## src/rtl/logic_pkg.sv

```systemverilog
// Shared definitions for the registered logic unit: op codes and the
// skid-buffer occupancy encoding.
package logic_pkg;

  localparam logic [2:0] OP_NAND  = 3'd0;
  localparam logic [2:0] OP_AND   = 3'd1;
  localparam logic [2:0] OP_OR    = 3'd2;
  localparam logic [2:0] OP_NOR   = 3'd3;
  localparam logic [2:0] OP_XOR   = 3'd4;
  localparam logic [2:0] OP_XNOR  = 3'd5;
  localparam logic [2:0] OP_NOT   = 3'd6;
  localparam logic [2:0] OP_RNAND = 3'd7;

  typedef enum logic [1:0] {
    EMPTY = 2'd0,
    ONE   = 2'd1,
    FULL  = 2'd2
  } state_t;

endpackage

```

## src/rtl/logic_op_core.sv

```systemverilog
// Combinational WIDTH-bit logic op decoder with zero / all-ones flags
// describing the produced result.
module logic_op_core
  import logic_pkg::*;
#(
  parameter int WIDTH = 8
) (
  input  logic [WIDTH-1:0] a,
  input  logic [WIDTH-1:0] b,
  input  logic [2:0]       op,
  output logic [WIDTH-1:0] res,
  output logic             zero,
  output logic             ones
);

  logic rnand;
  assign rnand = ~(&a);

  genvar gi;
  generate
    for (gi = 0; gi < WIDTH; gi++) begin : g_bit
      // Reduction NAND lands in bit 0 only; upper bits read as zero.
      localparam bit IS_LSB = (gi == 0);
      logic bit_v;
      always_comb begin
        bit_v = 1'b0;
        case (op)
          OP_NAND:  bit_v = ~(a[gi] & b[gi]);
          OP_AND:   bit_v = a[gi] & b[gi];
          OP_OR:    bit_v = a[gi] | b[gi];
          OP_NOR:   bit_v = ~(a[gi] | b[gi]);
          OP_XOR:   bit_v = a[gi] ^ b[gi];
          OP_XNOR:  bit_v = ~(a[gi] ^ b[gi]);
          OP_NOT:   bit_v = ~a[gi];
          OP_RNAND: bit_v = IS_LSB ? rnand : 1'b0;
          default:  bit_v = 1'b0;
        endcase
      end
      assign res[gi] = bit_v;
    end
  endgenerate

  assign zero = (res == '0);
  assign ones = &res;

endmodule

```

## src/rtl/logic_unit_pipe.sv

```systemverilog
// Registered logic unit: op result plus flags captured at accept time, held in
// a 2-entry skid buffer behind valid/ready, with a saturating handshake count.
module logic_unit_pipe
  import logic_pkg::*;
#(
  parameter int WIDTH   = 8,
  parameter int COUNT_W = 16
) (
  input  logic               clk,
  input  logic               rst,
  input  logic               in_valid,
  output logic               in_ready,
  input  logic [WIDTH-1:0]   a,
  input  logic [WIDTH-1:0]   b,
  input  logic [2:0]         op,
  output logic               out_valid,
  input  logic               out_ready,
  output logic [WIDTH-1:0]   out_data,
  output logic               out_zero,
  output logic               out_ones,
  input  logic               cnt_clr,
  output logic [COUNT_W-1:0] txn_count
);

  // Entry layout: {data, zero, ones}
  localparam int EW = WIDTH + 2;

  logic [WIDTH-1:0]   core_res;
  logic               core_zero;
  logic               core_ones;
  logic [EW-1:0]      new_entry;
  logic [EW-1:0]      main_reg;
  logic [EW-1:0]      skid_reg;
  logic [COUNT_W-1:0] cnt_reg;
  state_t             state_reg;
  state_t             state_next;
  logic               load_main_new;
  logic               load_main_skid;
  logic               load_skid;
  logic               accept;
  logic               pop;

  logic_op_core #(.WIDTH(WIDTH)) u_core (
    .a    (a),
    .b    (b),
    .op   (op),
    .res  (core_res),
    .zero (core_zero),
    .ones (core_ones)
  );

  assign new_entry = {core_res, core_zero, core_ones};

  assign in_ready  = !rst && (state_reg != FULL);
  assign out_valid = (state_reg != EMPTY);
  assign accept    = in_valid && in_ready;
  assign pop       = out_valid && out_ready;

  assign out_data  = main_reg[EW-1:2];
  assign out_zero  = main_reg[1];
  assign out_ones  = main_reg[0];
  assign txn_count = cnt_reg;

  always_comb begin
    state_next     = state_reg;
    load_main_new  = 1'b0;
    load_main_skid = 1'b0;
    load_skid      = 1'b0;
    case (state_reg)
      EMPTY: begin
        if (accept) begin
          state_next    = ONE;
          load_main_new = 1'b1;
        end
      end
      ONE: begin
        if (accept && pop) begin
          load_main_new = 1'b1;
        end else if (accept) begin
          state_next = FULL;
          load_skid  = 1'b1;
        end else if (pop) begin
          state_next = EMPTY;
        end
      end
      FULL: begin
        // in_ready is low here, so only a pop can move us
        if (pop) begin
          state_next     = ONE;
          load_main_skid = 1'b1;
        end
      end
      default: state_next = EMPTY;
    endcase
  end

  always_ff @(posedge clk) begin
    if (rst) begin
      state_reg <= EMPTY;
      main_reg  <= '0;
      skid_reg  <= '0;
      cnt_reg   <= '0;
    end else begin
      state_reg <= state_next;
      if (load_main_new) begin
        main_reg <= new_entry;
      end else if (load_main_skid) begin
        main_reg <= skid_reg;
      end
      if (load_skid) begin
        skid_reg <= new_entry;
      end
      // Clear wins over a coincident pop
      if (cnt_clr) begin
        cnt_reg <= '0;
      end else if (pop && (cnt_reg != '1)) begin
        cnt_reg <= cnt_reg + 1'b1;
      end
    end
  end

endmodule

```

## config.mk

```make
export PLATFORM = sky130hd
export DESIGN_NAME = logic_unit_pipe
export DESIGN_NICKNAME = d
export VERILOG_FILES = /design/src/rtl/logic_pkg.sv /design/src/rtl/logic_op_core.sv /design/src/rtl/logic_unit_pipe.sv
export SDC_FILE = /design/constraint.sdc
export NUM_CORES = 1
export LEC_CHECK = 0
export BUFFER_PORTS_ARGS = -buffer_cell sky130_fd_sc_hd__buf_2
export CAP_MARGIN = 20
export CORE_MARGIN = 1.5
export CORE_UTILIZATION = 55
export CTS_CLUSTER_SIZE = 10
export DETAILED_ROUTE_END_ITERATION = 10
export PLACE_DENSITY = 0.89
export SLEW_MARGIN = 5
export SYNTH_ARGS = -nofsm -noshare
export SYNTH_HDL_FRONTEND = slang
export SYNTH_SLANG_ARGS = --single-unit
```

## constraint.sdc

```tcl
create_clock -name clk -period 2.31 [get_ports clk]
set_clock_uncertainty 0.1 [all_clocks]
set_input_delay 0.1155 -clock clk [delete_from_list [all_inputs] [get_ports clk]]
set_output_delay 0.1155 -clock clk [all_outputs]
set_load 0.01 [all_outputs]
```

* Word-level counts from Yosys, hierarchy flattened
Cells that the tools add are included.
Storage, ports and cells: flip-flop bits (word level) 38, input bits 24, output and inout bits 28
Operators by class: $add $sub $neg 1, eq/ne operators 15, multiplexer cells 23, bitwise logic cells 57, reductions and logical operators 15
Operators by type and width (number):
- 1-bit case mux with 8 select lines | 8
- 1-bit NOT | 33
- 10-bit two-way mux | 2
- 16-bit by 1-bit adder with 16-bit output (second input constant) | 1
- 16-bit != test (second input constant) | 1
- 8-bit AND reduction | 2
- 3-bit equality test (second input constant) | 4
- 2-bit two-way mux | 5
- 1-bit bitwise AND | 8
- 8-bit logical NOT | 1
- 2-bit != test (second input constant) | 4
- 1-bit OR | 8
- 1-bit bitwise XOR | 8
- 3-bit by 2-bit equality test with 1-bit output (second input constant) | 2
- 1-bit two-way mux | 6
- 2-bit case mux with 3 select lines | 1
- 1-bit logical AND | 5
- 4-bit AND reduction | 1
- 2-bit nonzero test | 2
- 3-bit by 1-bit equality test with 1-bit output (second input constant) | 1
- 3-bit logical NOT | 1
- 3-bit != test (second input constant) | 1
- 2-bit by 1-bit equality test with 1-bit output (second input constant) | 1
- 2-bit equality test (second input constant) | 1
- 4 further kinds | 4

* Longest topological paths before layout
Gate-level depths: netlist of the first run.
depth after elaboration 7, mapped depth 8, gate-level depth less buffers 7

* Modules after synthesis
Synthesis of the first run repeated with hierarchy kept, for this count alone.
Second synthesis, totals: cells, all modules 336, area, all modules 2751.4 µm²
Modules (own cells, without submodules):
- logic_unit_pipe | instances 1, cells each 208, area an instance 1816.7 µm²
- logic_op_core | instances 1, cells each 128, area an instance 934.6 µm²

* Worst setup path after synthesis of the first run
OpenSTA, ideal clock, no wires.
path kind input-to-reg, start point input port a[4], end point register main_reg[0], library setup time 0.101 ns, data arrival time 1.669 ns, required time 2.109 ns, path slack 0.440 ns, stages 7, path buffers 0, cells stage by stage inv_1 -> ha_1 -> or2_1 -> a221o_1 -> a211oi_1 -> nand3_1 -> o41ai_1
Between the ends: longest elaborated chain between the ends 5
RTL lines:
- start, declared | line logic_unit_pipe.sv:13 | input logic [WIDTH-1:0] a,
- 8-bit AND reduction, or another cell as far along | line logic_op_core.sv:17 | assign rnand = ~(&a);
- 1-bit NOT, on equally long branches
- 1-bit case mux with 8 select lines | line logic_op_core.sv:27 | case (op)
- 8-bit AND reduction * | line logic_op_core.sv:44 | assign ones = &res;
- 10-bit two-way mux * | line logic_unit_pipe.sv:105 | if (load_main_new) begin
- end signal, assigned | line logic_unit_pipe.sv:106 | main_reg <= new_entry;
- end signal, assigned | line logic_unit_pipe.sv:108 | main_reg <= skid_reg;
- end, declared | line logic_unit_pipe.sv:32 | logic [EW-1:0] main_reg;
Mark *: on every way between the ends. The rest lies on a longest branch, timed or not. A chain may end at the register's enable or synchronous reset.

* Worst setup path after layout of the first run
start point register cnt_reg[6] (netlist: txn_count[6]), end point register cnt_reg[15] (netlist: txn_count[15])
Between the ends: longest elaborated chain between the ends 2
RTL lines:
- start, declared | line logic_unit_pipe.sv:34 | logic [COUNT_W-1:0] cnt_reg;
- start signal, assigned | line logic_unit_pipe.sv:117 | cnt_reg <= cnt_reg + 1'b1;
- branches (longest 2 deep; another with 16-bit by 1-bit adder with 16-bit output)
Several ways; the timed one is not identified.

==> key figures, run 1 <==
Cells and area
  – Total Nets Final: 395
  – Area of the multi-input gates: between 0.0015 and 0.002 mm²
  – Share of layout cells above drive strength 1: 0.189
  – Layout area overhead: 14.2%
  – Antenna Cells: 0
  – Max reg flops: 16
  – Final core utilization: 0.660
  – Layout fillers: 371
  – Sequential cell area: 761 µm²

GRT
  – Tot GR Track Use: 0.212
  – Largest net degree at the start of global routing: 25
  – First-pass GRT wire length: 8830 µm
  – Total grt overflow: 0
  – Vias in the first global route: 2,011
  – Initial antenna violation count: 0

Power
  – Cell leakage power: 1.37 nW
  – PwrDens: a little under 500 mW/mm²
  – Peak supply drop: about 200 µV

Clock tree
  – Skew-Pair Late Insertion Delay: 0.30 ns
  – # Post-CTS Setup Buffers: 0
  – CTS tree: yes
  – CTS Hold Bufs: 2
  – Clk root buf: clkbuf_8
  – CTS resizes: 0
  – CTS Buf Count: 5
  – Worst-path clk slew: 0.07 ns
  – H-tree depth: 2
  – Clock Tree Buf Depth: 2
  – Clk sinks: 38

Floorplan
  – Num rows: 24
  – Io pins: 52
  – Starting density of the core: 0.578
  – Core area: 0.00441 mm²
  – Die X: 71.1 µm
  – Overall die area: 0.00506 mm²
  – Die H: 71.1 µm

Detailed routing
  – Met1 wire length: 2470 µm
  – Drt total wl: 5280 µm
  – DRT Pass-1 Iters: 4
  – Post-DR wirelength/cell: between 10 and 15 µm
  – Met3 wire len: slightly below 300 µm
  – Initial DRC Count: ~140
  – Routed vias: approximately 2,300
  – Avg Vias per Cell: 5.75
  – # DRC: 0
  – Metal2 WL: ~2500 µm
  – Antenna Nets Post-Route: 0
  – Uppermost layer routed: met4

Timing
  – Final setup margin: 0.333 ns
  – Minimum clock period: between 1.5 and 2 ns
  – Unrepaired setup endpoints after global routing: false
  – Tcrit/Tclk final: 0.856
  – Slew @ Worst Pin: 0.666 ns
  – Setup-failing EPs final: 0
  – Max frequency: 0.506 GHz
  – Fin Hold WS: 0.121 ns
  – Final setup TNS: 0 ns
  – Pins Over Slew Limit: 0
  – Fin. Hold Viols: 0
  – Worst slew margin: 0.556

Placed design
  – IO buf count: 51
  – Detail Placement HPWL: 4020 µm
  – Placer's final routability congestion estimate: 0.804
  – DP Worst Slack: roughly 0.1 ns

Outcome
  – Status: complete, no violations

Synth
  – FFs w/ async S/R, synth: 0
  – Yosys top cell by area: dfxtp_1
  – Cells after Synth: 308
  – Mapped Avg Cell Area: 8.29 µm²
  – Synthesized cell area: ~0.0026 mm²
  – #FFs+latches synth: 38
  – Post-Syn Nets: 349
  – Top cells by count, synth: dfxtp_1, nor2_1, inv_1, mux2i_1, nand2_1
  – Synth cell types: 46
  – Ys Warns: 0
  – Post-synthesis sequential area ratio: 0.298
  – Synth area leaders: dfxtp_1, ha_1, mux2i_1
  – Top-count cell post-synth: dfxtp_1
  – Synth Flop Type: dfxtp_1
  – Post-synth EDFFs: 0
  – Synth top area share: 0.298

Critical path
  – Reg2reg start: txn_count[6]
  – Crit. Startpoint: txn_count[6]
  – Worst EP required: 2.44 ns
  – Worst R2R Path Depth: 5
  – Startpoint types: register
  – Worst setup path endpoint: txn_count[15]
  – Crit path kind: register to register
  – Crit. End Element: register
  – CP arrival: 2.11 ns
  – Worst reg-to-reg setup slack: about 0.33 ns
  – Reg-to-reg endpoint: txn_count[15]
  – Crit Path Max Fanout: 8

Worst hold path
  – Hold crit path type: primary input to register
  – Worst hold path depth: 2

Job
  – Max Cap Viol: 0
[worst max-delay path, stage by stage, from the launching register on]
cell     delay [ns]
dfxtp_1        0.42
and4_1         0.33
nand4_1        0.30
o21ai_0        0.47
o21ai_0        0.17
a21oi_1        0.13
[layer usage]
metal  up-vias  track usage
li1       1188            -
met5         -            0
met4         0       0.0692
met3         7       0.0442
met2        67        0.344
met1      1077        0.283
[cell families after synthesis]
family          count (synthesis)  share of synthesized area
simple gates                  119                      0.243
mux                            21                     0.0824
flops                          38                      0.298
compound gates                 61                      0.177
xor+xnor                       14                     0.0480
fa+ha+maj                      17                     0.0833
buf+inv                        38                     0.0681
[final cells by class]
| class | count | share of cell area |
|---|---|---|
| Clock buffer | 6 | 0.0283 |
| Timing Repair Buffer | 56 | 0.102 |
| Tap cell | 52 | 0.0223 |
| Inverter | 21 | 0.0270 |
| Sequential cell | 38 | 0.261 |
| Multi-Input combinational cell | 232 | 0.555 |
| Clock inverter | 2 | 0.00429 |
[power breakdown]
group          internal [mW]  switching, mW
clock                  0.240          0.235
sequential             0.671         0.0106
combinational          0.113          0.154
total                   1.02          0.400
[how the worst min path moves through the flow]
stage / from / to / slack [ns]
after floorplan: out_ready / state_reg[1] / 0.09
after global placement: out_ready / state_reg[1] / 0.26
after detailed placement: out_ready / state_reg[1] / 0.27
after CTS: rst / skid_reg[5] / 0.11
after global routing: rst / skid_reg[8] / 0.13
final: rst / state_reg[0] / 0.12
[placed cells by master (no fill, tap or decap), types with 5 or more instances in the layout]
cell      instances
inv_1            21
xor2_1           13
nor3_1            5
mux2i_1          21
clkbuf_8          6
nand2_1          21
nand3_1          10
nand4_1           7
o22a_1            5
ha_1             17
and2_1            5
a21oi_1          12
buf_2            51
nand2b_1         11
nor2_1           33
a211oi_1          9
dfxtp_1          38
o21ai_0           9
[per-stage QoR]
stage | cell area, µm² | power, mW | instances
2_1_floorplan | 2550 | 0.884 | 308
3_3_place_gp | 2800 | 0.949 | 397
3_5_place_dp | 2800 | 0.960 | 397
4_1_cts | 2920 | 1.43 | 407
5_1_grt | 2920 | 1.49 | 407
6_report | 2920 | 1.42 | 407
Power figures use the tool's default switching activity.
==> inputs of run 2 (changes only) <==
--- a/config.mk
+++ b/config.mk
@@ -11,7 +11,8 @@
 export CORE_UTILIZATION = 55
 export CTS_CLUSTER_SIZE = 10
 export DETAILED_ROUTE_END_ITERATION = 10
-export PLACE_DENSITY = 0.89
+export PLACE_DENSITY = 0.8
+export RECOVER_POWER = 50
 export SLEW_MARGIN = 5
 export SYNTH_ARGS = -nofsm -noshare
 export SYNTH_HDL_FRONTEND = slang
==> key figures, run 2 (synthesis gave the netlist of run 1 again) <==
Critical path
  – Worst EP required: 2.39 ns (was 2.44 ns)
  – CP arrival: 2.04 ns (was 2.11 ns)
  – Worst reg-to-reg setup slack: 0.35 ns (was 0.33 ns)
  – Reg2reg start: txn_count[6] (unchanged)
  – Startpoint types: register (unchanged)
  – Worst R2R Path Depth: 5 (unchanged)
  – Crit Path Max Fanout: 8 (unchanged)
  – Crit. End Element: register (unchanged)
  – Crit path kind: register to register (unchanged)
  – Reg-to-reg endpoint: txn_count[9] (was txn_count[15])

Floorplan
  – Die H: 71.1 µm (unchanged)
  – Overall die area: 0.00506 mm² (unchanged)
  – Starting density of the core: 0.578 (unchanged)
  – Core area: 0.00441 mm² (unchanged)
  – Die X: 71.1 µm (unchanged)
  – Num rows: 24 (unchanged)
  – Io pins: 52 (unchanged)

Worst hold path
  – Hold crit path type: primary input to register (unchanged)
  – Worst hold path depth: 3 (was 2)
  – Worst Hold Endpoint: txn_count[9] (was state_reg[0])
  – HP Start: cnt_clr (was rst)

Placed design
  – Placer's final routability congestion estimate: 0.798 (was 0.804)
  – IO buf count: 51 (unchanged)
  – Detail Placement HPWL: 3900 µm (was 4020 µm)
  – Placed Instances: 397 (unchanged)
  – Area of placed instances: 0.00280 mm² (unchanged)

Cells and area
  – Max reg flops: 16 (unchanged)
  – Share of layout cells above drive strength 1: 0.102 (was 0.189)
  – Final core utilization: 0.647 (was 0.660)
  – Final instance area: 0.00286 mm² (was 0.00292 mm²)
  – Finished Layout Cells: 404 (was 407)
  – Most frequent cells in the layout: dfxtp_1, nor2_1, clkbuf_1, buf_2 (was buf_2, dfxtp_1, nor2_1)
  – Layout area overhead: 11.9% (was 14.2%)
  – Antenna Cells: 0 (unchanged)
  – Most common cell after layout, fill and taps aside: dfxtp_1 (was buf_2)
  – Total Nets Final: 394 (was 395)

Clock tree
  – # Post-CTS Setup Buffers: 0 (unchanged)
  – CTS resizes: 0 (unchanged)
  – Worst-path clk slew: 0.07 ns (about the same)
  – CTS tree: yes (unchanged)
  – Clock Tree Buf Depth: 2 (unchanged)
  – Skew-Pair Late Insertion Delay: 0.28 ns (was 0.30 ns)
  – Clk root buf: clkbuf_8 (unchanged)
  – H-tree depth: 2 (unchanged)
  – CTS Buf Count: 5 (unchanged)
  – Clk sinks: 38 (unchanged)

Timing
  – Fin Hold WS: 0.0457 ns (was 0.121 ns)
  – Unrepaired setup endpoints after global routing: false (unchanged)
  – Max frequency: 0.510 GHz (was 0.506 GHz)
  – Minimum clock period: 1.96 ns (was 1.98 ns)
  – Setup-failing EPs final: 0 (unchanged)
  – Tcrit/Tclk final: 0.848 (was 0.856)
  – Slew @ Worst Pin: 0.691 ns (was 0.666 ns)
  – Pins Over Slew Limit: 0 (unchanged)
  – Final setup TNS: 0 ns (unchanged)
  – Worst slew margin: 0.539 (was 0.556)
  – Fin. Hold Viols: 0 (unchanged)

Power
  – Clock power frac: 0.320 (was 0.333)
  – Cell leakage power: 1.24 nW (was 1.37 nW)
  – Peak supply drop: 201 µV (was 200 µV)
  – Sequential power share: 0.493 (was 0.479)
  – PwrDens: 485 mW/mm² (was 488 mW/mm²)
  – Int Power: 1.01 mW (was 1.02 mW)
  – Logic gate share of total power: 0.187 (was 0.188)
  – Sw Ratio: 0.271 (was 0.281)
  – Total net switching power: 0.376 mW (was 0.400 mW)

GRT
  – Largest net degree at the start of global routing: 25 (unchanged)
  – Total grt overflow: 0 (unchanged)
  – Initial antenna violation count: 0 (unchanged)
  – Vias in the first global route: 1,993 (was 2,011)
  – Tot GR Track Use: 0.210 (was 0.212)
  – First-pass GRT wire length: 8860 µm (was 8830 µm)

Outcome
  – Status: complete, no violations (unchanged)

Detailed routing
  – Avg Vias per Cell: 5.70 (was 5.75)
  – Antenna Nets Post-Route: 0 (unchanged)
  – DRT Pass-1 Iters: 4 (unchanged)
  – Initial DRC Count: 99 (was 138)
  – Drt total wl: 5190 µm (was 5280 µm)
  – Routed vias: 2,304 (was 2,339)
  – Post-DR wirelength/cell: 12.8 µm (was 13.0 µm)
  – # DRC: 0 (unchanged)

Job
  – Max Cap Viol: 0 (unchanged)
## run 2: routing by layer
layer | vias to the layer above | track usage | routed length (µm)
met5 | - | 0 | 0
met4 | 0 | 0.0440 | 43
li1 | 1184 | - | -
met3 | 5 | 0.0427 | 246
met2 | 62 | 0.332 | 2220
met1 | 1053 | 0.299 | 2670
## run 2: cell type report
cell class                 instances  area [µm²]
sequential                        38         761
fill                             421        1560
clock buffer                       6        82.6
timing repair buffer              55         251
multi-input combinational        232        1620
inverter                          21        78.8
tap                               52        65.1
## run 2: worst max-delay path: stages (launching register included)
cell     delay, ns
dfxtp_1       0.43
and4_1        0.33
nand4_1       0.30
o21ai_0       0.44
nor3_1        0.09
o21a_1        0.17
## run 2: what timing repair did
item,4_1_cts,5_1_grt
setup endpoints to repair,0,0
endpoints found under the hold margin,1,0
hold buffers,1,0
## run 2: worst max path at each step
stage | startpoint | endpoint | slack, ns
5_1_grt | txn_count[6] | txn_count[15] | 0.03
4_1_cts | txn_count[6] | txn_count[9] | 0.37
2_1_floorplan | a[4] | main_reg[0] | 0.44
6_report | txn_count[6] | txn_count[9] | 0.35
3_5_place_dp | a[4] | main_reg[0] | 0.10
3_3_place_gp | a[3] | main_reg[0] | 0.19
## run 2: power by group through the flow
| stage | clock, mW | combinational [mW] | sequential [mW] |
|---|---|---|---|
| after floorplan | 0 | 0.184 | 0.700 |
| after global placement | 0 | 0.255 | 0.696 |
| after detailed placement | 0 | 0.260 | 0.697 |
| after CTS | 0.458 | 0.263 | 0.682 |
| after global routing | 0.483 | 0.291 | 0.684 |
| final | 0.443 | 0.259 | 0.682 |
## run 2: through the flow
step | worst slack (ns) | total power [mW]
4_1_cts | 0.371 | 1.40
3_5_place_dp | 0.101 | 0.957
3_3_place_gp | 0.190 | 0.951
6_report | 0.350 | 1.38
5_1_grt | 0.0278 | 1.46
2_1_floorplan | 0.440 | 0.884
==> inputs of run 3 (changes only) <==
--- a/config.mk
+++ b/config.mk
@@ -8,10 +8,10 @@
 export BUFFER_PORTS_ARGS = -buffer_cell sky130_fd_sc_hd__buf_2
 export CAP_MARGIN = 20
 export CORE_MARGIN = 1.5
-export CORE_UTILIZATION = 55
+export CORE_UTILIZATION = 50
 export CTS_CLUSTER_SIZE = 10
 export DETAILED_ROUTE_END_ITERATION = 10
-export PLACE_DENSITY = 0.8
+export PLACE_DENSITY = 0.77
 export RECOVER_POWER = 50
 export SLEW_MARGIN = 5
 export SYNTH_ARGS = -nofsm -noshare
==> constraint.sdc (replaced) <==
create_clock -name clk -period 1.7 [get_ports clk]
set_clock_uncertainty 0.1 [all_clocks]
set_input_delay 0.085 -clock clk [delete_from_list [all_inputs] [get_ports clk]]
set_output_delay 0.085 -clock clk [all_outputs]
set_load 0.01 [all_outputs]
==> key figures, run 3 (synthesis gave the netlist of run 1 again) <==
Worst hold path
  – Worst Hold Endpoint: txn_count[9] (unchanged)
  – HP Start: cnt_clr (unchanged)
  – Worst hold path depth: 3 (unchanged)
  – Hold crit path type: primary input to register (unchanged)

Timing
  – Fin Hold WS: 0.0224 ns (was 0.0457 ns)
  – Worst slew margin: 0.733 (was 0.539)
  – Final setup TNS: 0 ns (unchanged)
  – Minimum clock period: 1.69 ns
  – Pins Over Slew Limit: 0 (unchanged)
  – Max frequency: 0.591 GHz
  – Setup-failing EPs final: 0 (unchanged)
  – Tcrit/Tclk final: 0.995
  – Slew @ Worst Pin: 0.401 ns (was 0.691 ns)
  – Fin. Hold Viols: 0 (unchanged)
  – Unrepaired setup endpoints after global routing: true (was false)

Clock tree
  – Clk sinks: 38 (unchanged)
  – Clock Tree Buf Depth: 2 (unchanged)
  – CTS Buf Count: 5 (unchanged)
  – Worst-path clk slew: 0.07 ns (about the same)
  – Skew-Pair Late Insertion Delay: 0.29 ns (was 0.28 ns)
  – CTS tree: yes (unchanged)
  – H-tree depth: 2 (unchanged)
  – Clk root buf: clkbuf_8 (unchanged)

Critical path
  – Reg2reg start: txn_count[9] (was txn_count[6])
  – Crit. End Element: register (unchanged)
  – CP arrival: 1.79 ns (was 2.04 ns)
  – Reg-to-reg endpoint: txn_count[14] (was txn_count[9])
  – Startpoint types: primary input (was register)
  – Worst reg-to-reg setup slack: 0.04 ns (was 0.35 ns)
  – Worst EP required: 1.80 ns (was 2.39 ns)
  – Crit path kind: primary input to register (was register to register)
  – Crit Path Max Fanout: 3 (was 8)
  – Worst R2R Path Depth: 6 (was 5)

Floorplan
  – Io pins: 52 (unchanged)
  – Core area: 0.00482 mm² (was 0.00441 mm²)
  – Num rows: 25 (was 24)
  – Die X: 74.5 µm (was 71.1 µm)
  – Overall die area: 0.00554 mm² (was 0.00506 mm²)
  – Die H: 74.5 µm (was 71.1 µm)
  – Starting density of the core: 0.530 (was 0.578)

Detailed routing
  – # DRC: 0 (unchanged)
  – Avg Vias per Cell: 5.43 (was 5.70)
  – DRT Pass-1 Iters: 4 (unchanged)
  – Post-DR wirelength/cell: 14.0 µm (was 12.8 µm)
  – Drt total wl: 6630 µm (was 5190 µm)
  – Initial DRC Count: 111 (was 99)
  – Routed vias: 2,575 (was 2,304)
  – Antenna Nets Post-Route: 0 (unchanged)

Cells and area
  – Max reg flops: 16 (unchanged)
  – Final instance area: 0.00354 mm² (was 0.00286 mm²)
  – Share of layout cells above drive strength 1: 0.334 (was 0.102)
  – Layout fillers: 379 (was 421)
  – Most common cell after layout, fill and taps aside: buf_4 (was dfxtp_1)
  – Layout area overhead: 38.7% (was 11.9%)
  – Total Nets Final: 448 (was 394)
  – Most frequent cells in the layout: buf_4, nor2_1, dfxtp_1, clkbuf_1 (was dfxtp_1, nor2_1, clkbuf_1, buf_2)
  – Antenna Cells: 0 (unchanged)

Power
  – Peak supply drop: 638 µV (was 201 µV)
  – Cell leakage power: 1.58 nW (was 1.24 nW)
  – PwrDens: 573 mW/mm² (was 485 mW/mm²)

Job
  – Max Cap Viol: 0 (unchanged)

GRT
  – Vias in the first global route: 2,376 (was 1,993)
  – Initial antenna violation count: 0 (unchanged)
  – Tot GR Track Use: 0.235 (was 0.210)
  – First-pass GRT wire length: 10,200 µm (was 8860 µm)
  – Total grt overflow: 0 (unchanged)
  – Largest net degree at the start of global routing: 24 (was 25)

Placed design
  – Area of placed instances: 0.00330 mm² (was 0.00280 mm²)
  – IO buf count: 51 (unchanged)
  – Placer's final routability congestion estimate: 0.891 (was 0.798)
  – Detail Placement HPWL: 4890 µm (was 3900 µm)

Outcome
  – Status: complete, no violations (unchanged)
## run 3: cell count changes in the layout (fill, tap and decap cells not counted), sizes merged
cell | before | now
clkbuf | 35 | 29
buf | 25 | 86
## run 3: worst max-delay path by stage
stage / start / to / slack [ns] / depth (start not counted)
floorplan: op[1] / main_reg[1] / -0.1 / 7
global placement: b[3] / main_reg[0] / -0.36 / 8
detailed placement: b[3] / skid_reg[0] / -0.41 / 8
CTS: b[3] / main_reg[1] / 0.0005 / 8
global route: a[1] / main_reg[1] / -0.04 / 8
finish: b[4] / main_reg[0] / 0.008 / 9
## run 3: cell type report
cell class | instances | area (µm²) | share of cell area
multi-input cells | 232 | 1800 | 0.508
repair buffers | 109 | 717 | 0.203
flip-flops and latches | 38 | 767 | 0.217
well taps | 67 | 83.8 | 0.0237
clock buffers | 7 | 76.3 | 0.0216
inverters | 21 | 96.3 | 0.0272
## run 3: power by group
part	switching [mW]	total, mW	internal (mW)
registers	0.0140	0.926	0.912
logic	0.265	0.522	0.258
clock network	0.297	0.580	0.282
## run 3: what timing repair did
item                                    CTS  global route
hold buffers                              1             0
hold endpoints to repair                  1             0
buffers inserted                          0             2
endpoints found under the setup margin    5            16
gates resized for setup                   9            35
pin swaps                                 5            13
## run 3: stage by stage
| stage | std cells | worst slack [ns] | util | power, mW |
|---|---|---|---|---|
| 2_1_floorplan | 308 | -0.0984 | - | 1.22 |
| 3_3_place_gp | 464 | -0.355 | 0.684 | 1.39 |
| 3_5_place_dp | 464 | -0.407 | 0.684 | 1.41 |
| 4_1_cts | 472 | 0.000461 | 0.713 | 2.00 |
| 5_1_grt | 474 | -0.0368 | 0.735 | 2.13 |
| 6_report | 474 | 0.00807 | 0.735 | 2.03 |
## run 3: layer usage
metal,vias up,share of wire,GRT usage
met5,-,0,0
met3,10,0.049,0.0542
met2,66,0.49,0.403
met4,0,0.013,0.0667
li1,1297,-,-
met1,1202,0.45,0.296
## run 3: critical path, stage by stage
cell and delay [ns]:
buf_6 0.10, inv_4 0.05, ha_4 0.19, or2_4 0.24, a221o_1 0.33, a211oi_4 0.27
buf_4 0.16, nand3_2 0.10, o41ai_2 0.28
